## config.mk

```make
export PLATFORM = sky130hd
export DESIGN_NAME = mux_scan_capture_flat
export DESIGN_NICKNAME = d
export VERILOG_FILES = /design/src/rtl/mux_scan_capture_if.sv /design/src/rtl/mux_scan_capture.sv /design/src/flat_wrapper.sv
export SDC_FILE = /design/constraint.sdc
export NUM_CORES = 1
export LEC_CHECK = 0
export CAP_MARGIN = 20
export CELL_PAD_IN_SITES_DETAIL_PLACEMENT = 2
export CELL_PAD_IN_SITES_GLOBAL_PLACEMENT = 2
export CORE_MARGIN = 2
export CORE_UTILIZATION = 31
export CTS_CLUSTER_SIZE = 40
export DETAILED_ROUTE_END_ITERATION = 10
export PLACE_DENSITY = 0.78
export SKIP_CTS_REPAIR_TIMING = 1
export SYNTH_ARGS = -nofsm -noshare
export SYNTH_HDL_FRONTEND = slang
export SYNTH_SLANG_ARGS = --single-unit
```

## constraint.sdc

```tcl
create_clock -name clk -period 4.16 [get_ports clk]
set_clock_uncertainty 0.2 [all_clocks]
set_input_delay 1.04 -clock clk [delete_from_list [all_inputs] [get_ports clk]]
set_output_delay 1.04 -clock clk [all_outputs]
set_load 0.005 [all_outputs]
```

## src/rtl/mux_scan_capture_if.sv

```systemverilog
// mux_scan_capture_if
//   Bundles the scan controller's control, MUX and frame handshake signals.
//   master : the scan controller (drives sel, busy, frame, frame_valid, overrun)
//   slave  : the environment (drives start, continuous, y, frame_ready)
//
//   start       : request a scan (level-sampled while idle)
//   continuous  : chain the next frame straight after the current one
//   y           : 4x1 MUX output for the currently driven sel
//   frame_ready : downstream accepts frame when frame_valid is high
//   sel         : MUX select
//   busy        : scan in progress
//   frame       : last completed frame, frame[i] = channel i sample
//   frame_valid : frame holds unaccepted data
//   overrun     : sticky, a frame was overwritten before acceptance
interface mux_scan_capture_if;
  logic       start;
  logic       continuous;
  logic       y;
  logic       frame_ready;
  logic [1:0] sel;
  logic       busy;
  logic [3:0] frame;
  logic       frame_valid;
  logic       overrun;

  modport master (
    input  start, continuous, y, frame_ready,
    output sel, busy, frame, frame_valid, overrun
  );

  modport slave (
    output start, continuous, y, frame_ready,
    input  sel, busy, frame, frame_valid, overrun
  );
endinterface

```

## src/rtl/mux_scan_capture.sv

```systemverilog
// mux_scan_capture
//   Scan controller for a 4x1 MUX. Steps sel through channels 0..3, holding
//   each for DWELL_CYCLES clocks so the MUX output settles, samples y on the
//   last clock of each dwell and packs the four samples into a 4-bit frame
//   presented on a valid/ready output. Single-shot or continuous scanning.
//
//   Ports:
//     clk   : system clock, rising edge
//     rst_n : synchronous reset, active-low
//     bus   : mux_scan_capture_if.master (see interface for signal list)
module mux_scan_capture #(
  parameter int DWELL_CYCLES = 4,
  parameter int CNT_W        = 2
) (
  input  logic                 clk,
  input  logic                 rst_n,
  mux_scan_capture_if.master   bus
);

  typedef enum logic {
    IDLE = 1'b0,
    SCAN = 1'b1
  } state_t;

  localparam logic [CNT_W-1:0] CNT_LAST = CNT_W'(DWELL_CYCLES - 1);
  localparam logic [CNT_W-1:0] CNT_ZERO = {CNT_W{1'b0}};
  localparam logic [CNT_W-1:0] CNT_ONE  = CNT_W'(1);

  state_t           state_r;
  logic [1:0]       sel_r;
  logic [CNT_W-1:0] cnt_r;
  logic [3:0]       shadow_r;
  logic [3:0]       frame_r;
  logic             frame_valid_r;
  logic             overrun_r;
  logic             busy_r;

  logic             sample_s;
  logic             frame_end_s;

  // Decode the sample edge (end of a dwell) and the frame-end edge (sample on channel 3).
  always_comb begin
    sample_s    = 1'b0;
    frame_end_s = 1'b0;
    if (state_r == SCAN && cnt_r == CNT_LAST) begin
      sample_s    = 1'b1;
      frame_end_s = (sel_r == 2'd3);
    end else begin
      sample_s    = 1'b0;
      frame_end_s = 1'b0;
    end
  end

  // Scan FSM, dwell counter, sample capture and output handshake.
  always_ff @(posedge clk) begin
    if (!rst_n) begin
      state_r       <= IDLE;
      sel_r         <= 2'd0;
      cnt_r         <= CNT_ZERO;
      shadow_r      <= 4'b0000;
      frame_r       <= 4'b0000;
      frame_valid_r <= 1'b0;
      overrun_r     <= 1'b0;
      busy_r        <= 1'b0;
    end else begin
      // An accept on a non-frame-end edge empties the output; on a
      // frame-end edge the new frame load below takes precedence.
      if (frame_valid_r && bus.frame_ready && !frame_end_s) begin
        frame_valid_r <= 1'b0;
      end

      case (state_r)
        IDLE: begin
          sel_r <= 2'd0;
          cnt_r <= CNT_ZERO;
          if (bus.start) begin
            state_r <= SCAN;
            busy_r  <= 1'b1;
          end
        end

        SCAN: begin
          // start is deliberately ignored here so a scan cannot be restarted.
          if (!sample_s) begin
            cnt_r <= cnt_r + CNT_ONE;
          end else begin
            shadow_r[sel_r] <= bus.y;
            cnt_r           <= CNT_ZERO;
            if (!frame_end_s) begin
              sel_r <= sel_r + 2'd1;
            end else begin
              // Channel 3 goes straight into the frame, bypassing the shadow.
              frame_r       <= {bus.y, shadow_r[2:0]};
              frame_valid_r <= 1'b1;
              sel_r         <= 2'd0;
              if (frame_valid_r && !bus.frame_ready) begin
                overrun_r <= 1'b1;
              end
              if (!bus.continuous) begin
                state_r <= IDLE;
                busy_r  <= 1'b0;
              end
            end
          end
        end

        default: begin
          state_r <= IDLE;
          sel_r   <= 2'd0;
          cnt_r   <= CNT_ZERO;
          busy_r  <= 1'b0;
        end
      endcase
    end
  end

  assign bus.sel         = sel_r;
  assign bus.busy        = busy_r;
  assign bus.frame       = frame_r;
  assign bus.frame_valid = frame_valid_r;
  assign bus.overrun     = overrun_r;

endmodule

```

## src/flat_wrapper.sv

```systemverilog
// flat-port wrapper written by rule: the top's interface ports become plain ports
module mux_scan_capture_flat 
#(
  parameter int DWELL_CYCLES = 4,
  parameter int CNT_W        = 2
)
  (clk, rst_n, bus_start, bus_continuous, bus_y, bus_frame_ready, bus_sel, bus_busy, bus_frame, bus_frame_valid, bus_overrun);
  mux_scan_capture_if bus_i ();
  input  logic clk;
  input  logic rst_n;
  input wire logic [$bits(bus_i.start)-1:0] bus_start;
  input wire logic [$bits(bus_i.continuous)-1:0] bus_continuous;
  input wire logic [$bits(bus_i.y)-1:0] bus_y;
  input wire logic [$bits(bus_i.frame_ready)-1:0] bus_frame_ready;
  output wire logic [$bits(bus_i.sel)-1:0] bus_sel;
  output wire logic [$bits(bus_i.busy)-1:0] bus_busy;
  output wire logic [$bits(bus_i.frame)-1:0] bus_frame;
  output wire logic [$bits(bus_i.frame_valid)-1:0] bus_frame_valid;
  output wire logic [$bits(bus_i.overrun)-1:0] bus_overrun;
  assign bus_i.start = bus_start;
  assign bus_i.continuous = bus_continuous;
  assign bus_i.y = bus_y;
  assign bus_i.frame_ready = bus_frame_ready;
  assign bus_sel = bus_i.sel;
  assign bus_busy = bus_i.busy;
  assign bus_frame = bus_i.frame;
  assign bus_frame_valid = bus_i.frame_valid;
  assign bus_overrun = bus_i.overrun;
  mux_scan_capture #(.DWELL_CYCLES(DWELL_CYCLES), .CNT_W(CNT_W)) u_core (.clk(clk), .rst_n(rst_n), .bus(bus_i));
endmodule
```

==> results.toml, run 1 <==
[finish]
sequential_cell_area_sq_um = 300
area_growth_pct = 28.3
n_antenna_cell = 0
share_of_post_route_cells_with_drive_strength_above_1 = 0.0933
stdcell_count = 102
number_of_fill_cells_in_the_layout = 210
post-route-util = 0.418
multiInputGateArea_sq_um = 300
layout_commonest_cell = "dfxtp_1"
most_used_cells_in_the_layout_excluding_fill_and_tap_cells = "dfxtp_1 (15), clkdlybuf4s50_1 (14), nand2_1 (10), mux2i_1 (8), ha_1 (5)"
finish.net_count = 87

[place]
place_worst_setup_slack_ns = 1.62
number_of_instances_in_the_placed_design = 98
post-dp-hpwl_um = 1050
globalplace.congestion = 0.657
port_buffers = 14

[timing]
postLayoutSetupSlackWorst_ns = 1.66
timing.hold.ws_ns = 0.235
final.period_utilization = 0.600
min_period_ns = 2.50
grt_setup_unrepaired = "no"
achievable-frequency_mhz = 401
fin_setup_tns_ns = 0
worst_slew_pin_slew_ns = 0.482
rel_slew_slack = 0.677
timing_max_transition_violations_final = 0
final_count_of_negative_setup_slack_endpoints = 0
timing_hold_violations_final = 0

[clocking]
cts-buffers-inserted = 3
clock_insertion_delay_worst_skew_ns = 0.27
cts_buffer_depth = 2
cts_tree = "done"
clock_tree.htree_level_count = 1
path_clk_slew_ns = 0.08
cts.sinks = 15
cts-root-buf = "clkbuf_4"

[global_route]
antenna_violations_before_repair = 0
grt_first_pass_wirelength_um = 2410
grt_remaining_overflow = 0
grt_start_max_net_pins = 14
grtUsageTotal = 0.132
vias_in_the_first_global_route = 527

[power]
cellPowerDensity_nw_per_um2 = 299
sw_frac_of_total = 0.215
pwr-share-clk = 0.333
p_int_mw = 0.191
vdd.ir_drop.worst_mv = 0.135
p_seq_frac = 0.610
leakagePower_nw = 0.333
comb_power_share = 0.057
power.switching_mw = 0.0522

[setup_path]
cp.buffers_inverters = 1
timing.critical_path.required_ns = 2.92
critical-path-slowest-cell = "clkdlybuf4s50_1"
timing.setup.critical_path_class = "reg -> out"
crit_path_start_kind = "flop"
crit_family = "buffers and inverters"
critical_path_max_stage_delay_ns = 0.54
cp-end-kind = "primary output"
critPathMaxFanout = 6
cp_data_arrival_time_ns = 1.26
timing.critical_path.cells = "clkdlybuf4s50_1"

[route]
dr_total_vias = 468
drtPass1Iterations = 4
drt-initial-drc-count = 10
routed_wl_um = 1410
detail_route.vias_per_cell = 4.59
route.antenna.remaining_nets = 0
remaining_drcs = 0
route.detailed.wl_per_inst_um = 13.8

[floorplanning]
die-area_sq_um = 2420
floorplan.rows = 16
core_area_sq_um = 1940
floorplan.die.height_um = 49.2
top_level_ports = 15
chipWidth_um = 49.2
initial_cell_density_of_the_core = 0.326

[synth]
synthCells = 60
synth.top_cell.area_share = 0.474
post_synth.cell_area_avg_sq_um = 10.6
synth.top_cells.by_area = "dfxtp_1 (47%), mux2i_1 (13%), ha_1 (9.9%)"
synth-seq-area-share = 0.474
synth.ff_latch_count = 15
yosysWarningCount = 0
syn-cell-area_sq_um = 633
syn_nets = 71
synth.distinct_cells = 20
synthDominantAreaCellType = "dfxtp_1"

[flow_run]
timing.max_cap.violations = 0

[run_status]
outcome = "complete, no violations"

[min_path]
hold_path.class = "reg -> reg"
per-layer routing:
layer / routed length [um] / GRT usage / part of all wire
met3: 34 / 0.0337 / 0.024
met1: 658 / 0.166 / 0.47
met4: 0 / 0.0667 / 0
met2: 716 / 0.207 / 0.51
met5: 0 / 0 / 0
power groups by stage:
stage,clock network (mW),registers (mW),logic (mW)
after floorplan,0,0.150,0.00743
after global placement,0,0.151,0.0132
after detailed placement,0,0.152,0.0140
after CTS,0.0853,0.148,0.0141
after global routing,0.0936,0.149,0.0152
final,0.0811,0.148,0.0139
stage by stage:
step                      power (mW)  cell area [sq um]
after global placement         0.164                786
final                          0.243                812
after floorplan                0.157                633
after global routing           0.257                812
after CTS                      0.248                812
after detailed placement       0.166                786
flip-flops by register name (all words and copies together) (netlist names):
| register | cells |
|---|---|
| u_core.bus.frame_valid | 1 |
| u_core.bus.busy | 1 |
| u_core.bus.frame | 4 |
| u_core.bus.sel | 2 |
| u_core.cnt_r | 2 |
| u_core.state_r | 1 |
| u_core.bus.overrun | 1 |
| u_core.shadow_r | 3 |
synth_stat cells:
cell type  count
buf_2          1
nor2b_1        1
inv_1          3
clkbuf_2       1
or3b_1         1
buf_6          1
o221a_2        2
o31ai_1        1
a21oi_2        1
nor3_1         1
a21oi_1        1
dfxtp_1       15
nand2b_1       2
nand2_1       10
nor2_1         1
ha_1           5
nor3b_1        1
nand3_4        1
mux2i_1        8
nand3_1        3
area by class of cell:
type / instances / area share
clock buffer: 4 / 0.0324
inverter: 3 / 0.0139
multi-input combinational: 39 / 0.370
tap: 27 / 0.0416
timing repair buffer: 14 / 0.173
sequential: 15 / 0.370
final timing paths:
check                                               startpoint                      endpoint  slack, ns  depth (start not counted)
worst max register to register      u_core.cnt_r[0]$_SDFF_PP0_  u_core.bus.busy$_SDFFE_PN0P_       2.59                          3
worst min register to register      u_core.cnt_r[0]$_SDFF_PP0_    u_core.cnt_r[0]$_SDFF_PP0_       0.23                          1
worst min-delay path                u_core.cnt_r[0]$_SDFF_PP0_    u_core.cnt_r[0]$_SDFF_PP0_       0.23                          1
worst max-delay path            u_core.bus.sel[0]$_SDFFE_PN0N_                    bus_sel[0]       1.66                          1
logic make-up (layout without fill, tap and decap cells):
kind of cell             count (synthesis)  in the layout  synth area share
AO/OA/AOI/OAI                            5              5            0.0692
multiplexers                             8              8             0.126
AND/OR/NAND/NOR                         21             21             0.180
flip-flops                              15             15             0.474
buffers and inverters                    6             21            0.0514
adder cells (fa/ha/maj)                  5              5            0.0988
(Power assumes the default switching activity.)
==> run 2, diff against run 1 <==
- CORE_UTILIZATION: 31 -> 29
- PLACE_DENSITY: 0.78 -> 0.74
- clock period: 4.16 -> 2.55 ns (I/O delays scaled with it)
==> run 2 against run 1 <==
Effect of this change: wire length down 6.5%; non-clock buffer count unchanged; final area unchanged; flip-flop and latch count unchanged.
==> results.toml, run 2 (synthesis results as in run 1) <==
[finish]
stdcell_count = 102
largest_register_ff_count = 4
n_antenna_cell = 0
area_growth_pct = 28.3
share_of_post_route_cells_with_drive_strength_above_1 = 0.0933
finish.net_count = 87
most_used_cells_in_the_layout_excluding_fill_and_tap_cells = "dfxtp_1 (15), clkdlybuf4s50_1 (14), nand2_1 (10), mux2i_1 (8), ha_1 (5)"
number_of_fill_cells_in_the_layout = 233
layout_commonest_cell = "dfxtp_1"

[clocking]
cts.sinks = 15
cts-root-buf = "clkbuf_4"
cts-buffers-inserted = 3
cts_tree = "done"
cts_buffer_depth = 2
clock_tree.htree_level_count = 1
clock_insertion_delay_worst_skew_ns = 0.28
path_clk_slew_ns = 0.09

[setup_path]
timing.critical_path.cells = "clkdlybuf4s50_1"
timing.critical_path.required_ns = 1.71
cp_data_arrival_time_ns = 1.26
critPathMaxFanout = 5
cp-end-kind = "primary output"
crit_path_start_kind = "flop"
cp.buffers_inverters = 1
critical-path-slowest-cell = "clkdlybuf4s50_1"
timing.setup.critical_path_class = "reg -> out"
crit_family = "buffers and inverters"
critical_path_max_stage_delay_ns = 0.54

[floorplanning]
initial_cell_density_of_the_core = 0.316
chipWidth_um = 50.7
die-area_sq_um = 2570
floorplan.die.height_um = 50.7
core_area_sq_um = 2000
top_level_ports = 15
floorplan.rows = 16

[route]
met3WireLength_um = 55
drt-initial-drc-count = 1
dr_total_vias = 459
route.antenna.remaining_nets = 0
routed.top_layer = "met3"
remaining_drcs = 0
routed_wl_um = 1320
route.detailed.wl_per_inst_um = 12.9
wl_met2_um = 622
detail_route.vias_per_cell = 4.50
m1WireLength_um = 640
drtPass1Iterations = 2

[timing]
timing_max_transition_violations_final = 0
min_period_ns = 2.10
final_count_of_negative_setup_slack_endpoints = 0
achievable-frequency_mhz = 477
grt_setup_unrepaired = "no"
final.period_utilization = 0.823
worst_slew_pin_slew_ns = 0.457
timing_hold_violations_final = 0
fin_setup_tns_ns = 0
rel_slew_slack = 0.695

[place]
number_of_instances_in_the_placed_design = 98
globalplace.congestion = 0.660
port_buffers = 14
post-dp-hpwl_um = 1040

[power]
leakagePower_nw = 0.333
cellPowerDensity_nw_per_um2 = 489
vdd.ir_drop.worst_mv = 0.261

[global_route]
vias_in_the_first_global_route = 501
grt_first_pass_wirelength_um = 2200
antenna_violations_before_repair = 0
grtUsageTotal = 0.113
grt_start_max_net_pins = 14
grt_remaining_overflow = 0

[min_path]
hold_path.class = "reg -> reg"

[run_status]
outcome = "complete, no violations"

[flow_run]
timing.max_cap.violations = 0
## run 2: cell counts in the layout (fill, tap and decap cells not counted)
No cell type changed its count.
## run 2: worst paths after layout
kind         cells past startpoint  slack (ns)                            to                            from
max                              1        0.45                    bus_sel[1]  u_core.bus.sel[1]$_SDFFE_PN0N_
min                              1        0.24    u_core.cnt_r[0]$_SDFF_PP0_      u_core.cnt_r[0]$_SDFF_PP0_
max reg2reg                      3        1.01  u_core.bus.busy$_SDFFE_PN0P_      u_core.cnt_r[0]$_SDFF_PP0_
min reg2reg                      1        0.24    u_core.cnt_r[0]$_SDFF_PP0_      u_core.cnt_r[0]$_SDFF_PP0_
## run 2: stage by stage
| step | setup slack, ns | cell area, sq um | util | hold WS, ns | power (mW) |
|---|---|---|---|---|---|
| after floorplan | 1.22 | 633 | - | 0.204 | 0.257 |
| after global placement | 0.479 | 786 | 0.393 | 0.221 | 0.269 |
| after detailed placement | 0.413 | 786 | 0.393 | 0.221 | 0.269 |
| after CTS | 0.435 | 812 | 0.406 | 0.240 | 0.406 |
| after global routing | 0.393 | 812 | 0.406 | 0.253 | 0.419 |
| final | 0.452 | 812 | 0.406 | 0.235 | 0.397 |
## run 2: area by class of cell
cell class,instances,area [sq um],share of cell area
Sequential cell,15,300,0.370
Multi-Input combinational cell,39,300,0.370
Timing Repair Buffer,14,140,0.173
Tap cell,27,33.8,0.0416
Clock buffer,4,26.3,0.0324
Inverter,3,11.3,0.0139
## run 2: power breakdown
group	switching (mW)	total [mW]	internal (mW)
Clock	0.0732	0.134	0.0606
Combinational	0.00846	0.0216	0.0132
Sequential	0.00423	0.242	0.238
## run 2: metal layers
| metal | up-vias | GRT usage |
|---|---|---|
| met3 | 0 | 0.0387 |
| met4 | 0 | 0.0270 |
| met2 | 9 | 0.195 |
| li1 | 232 | - |
| met5 | - | 0 |
| met1 | 218 | 0.135 |
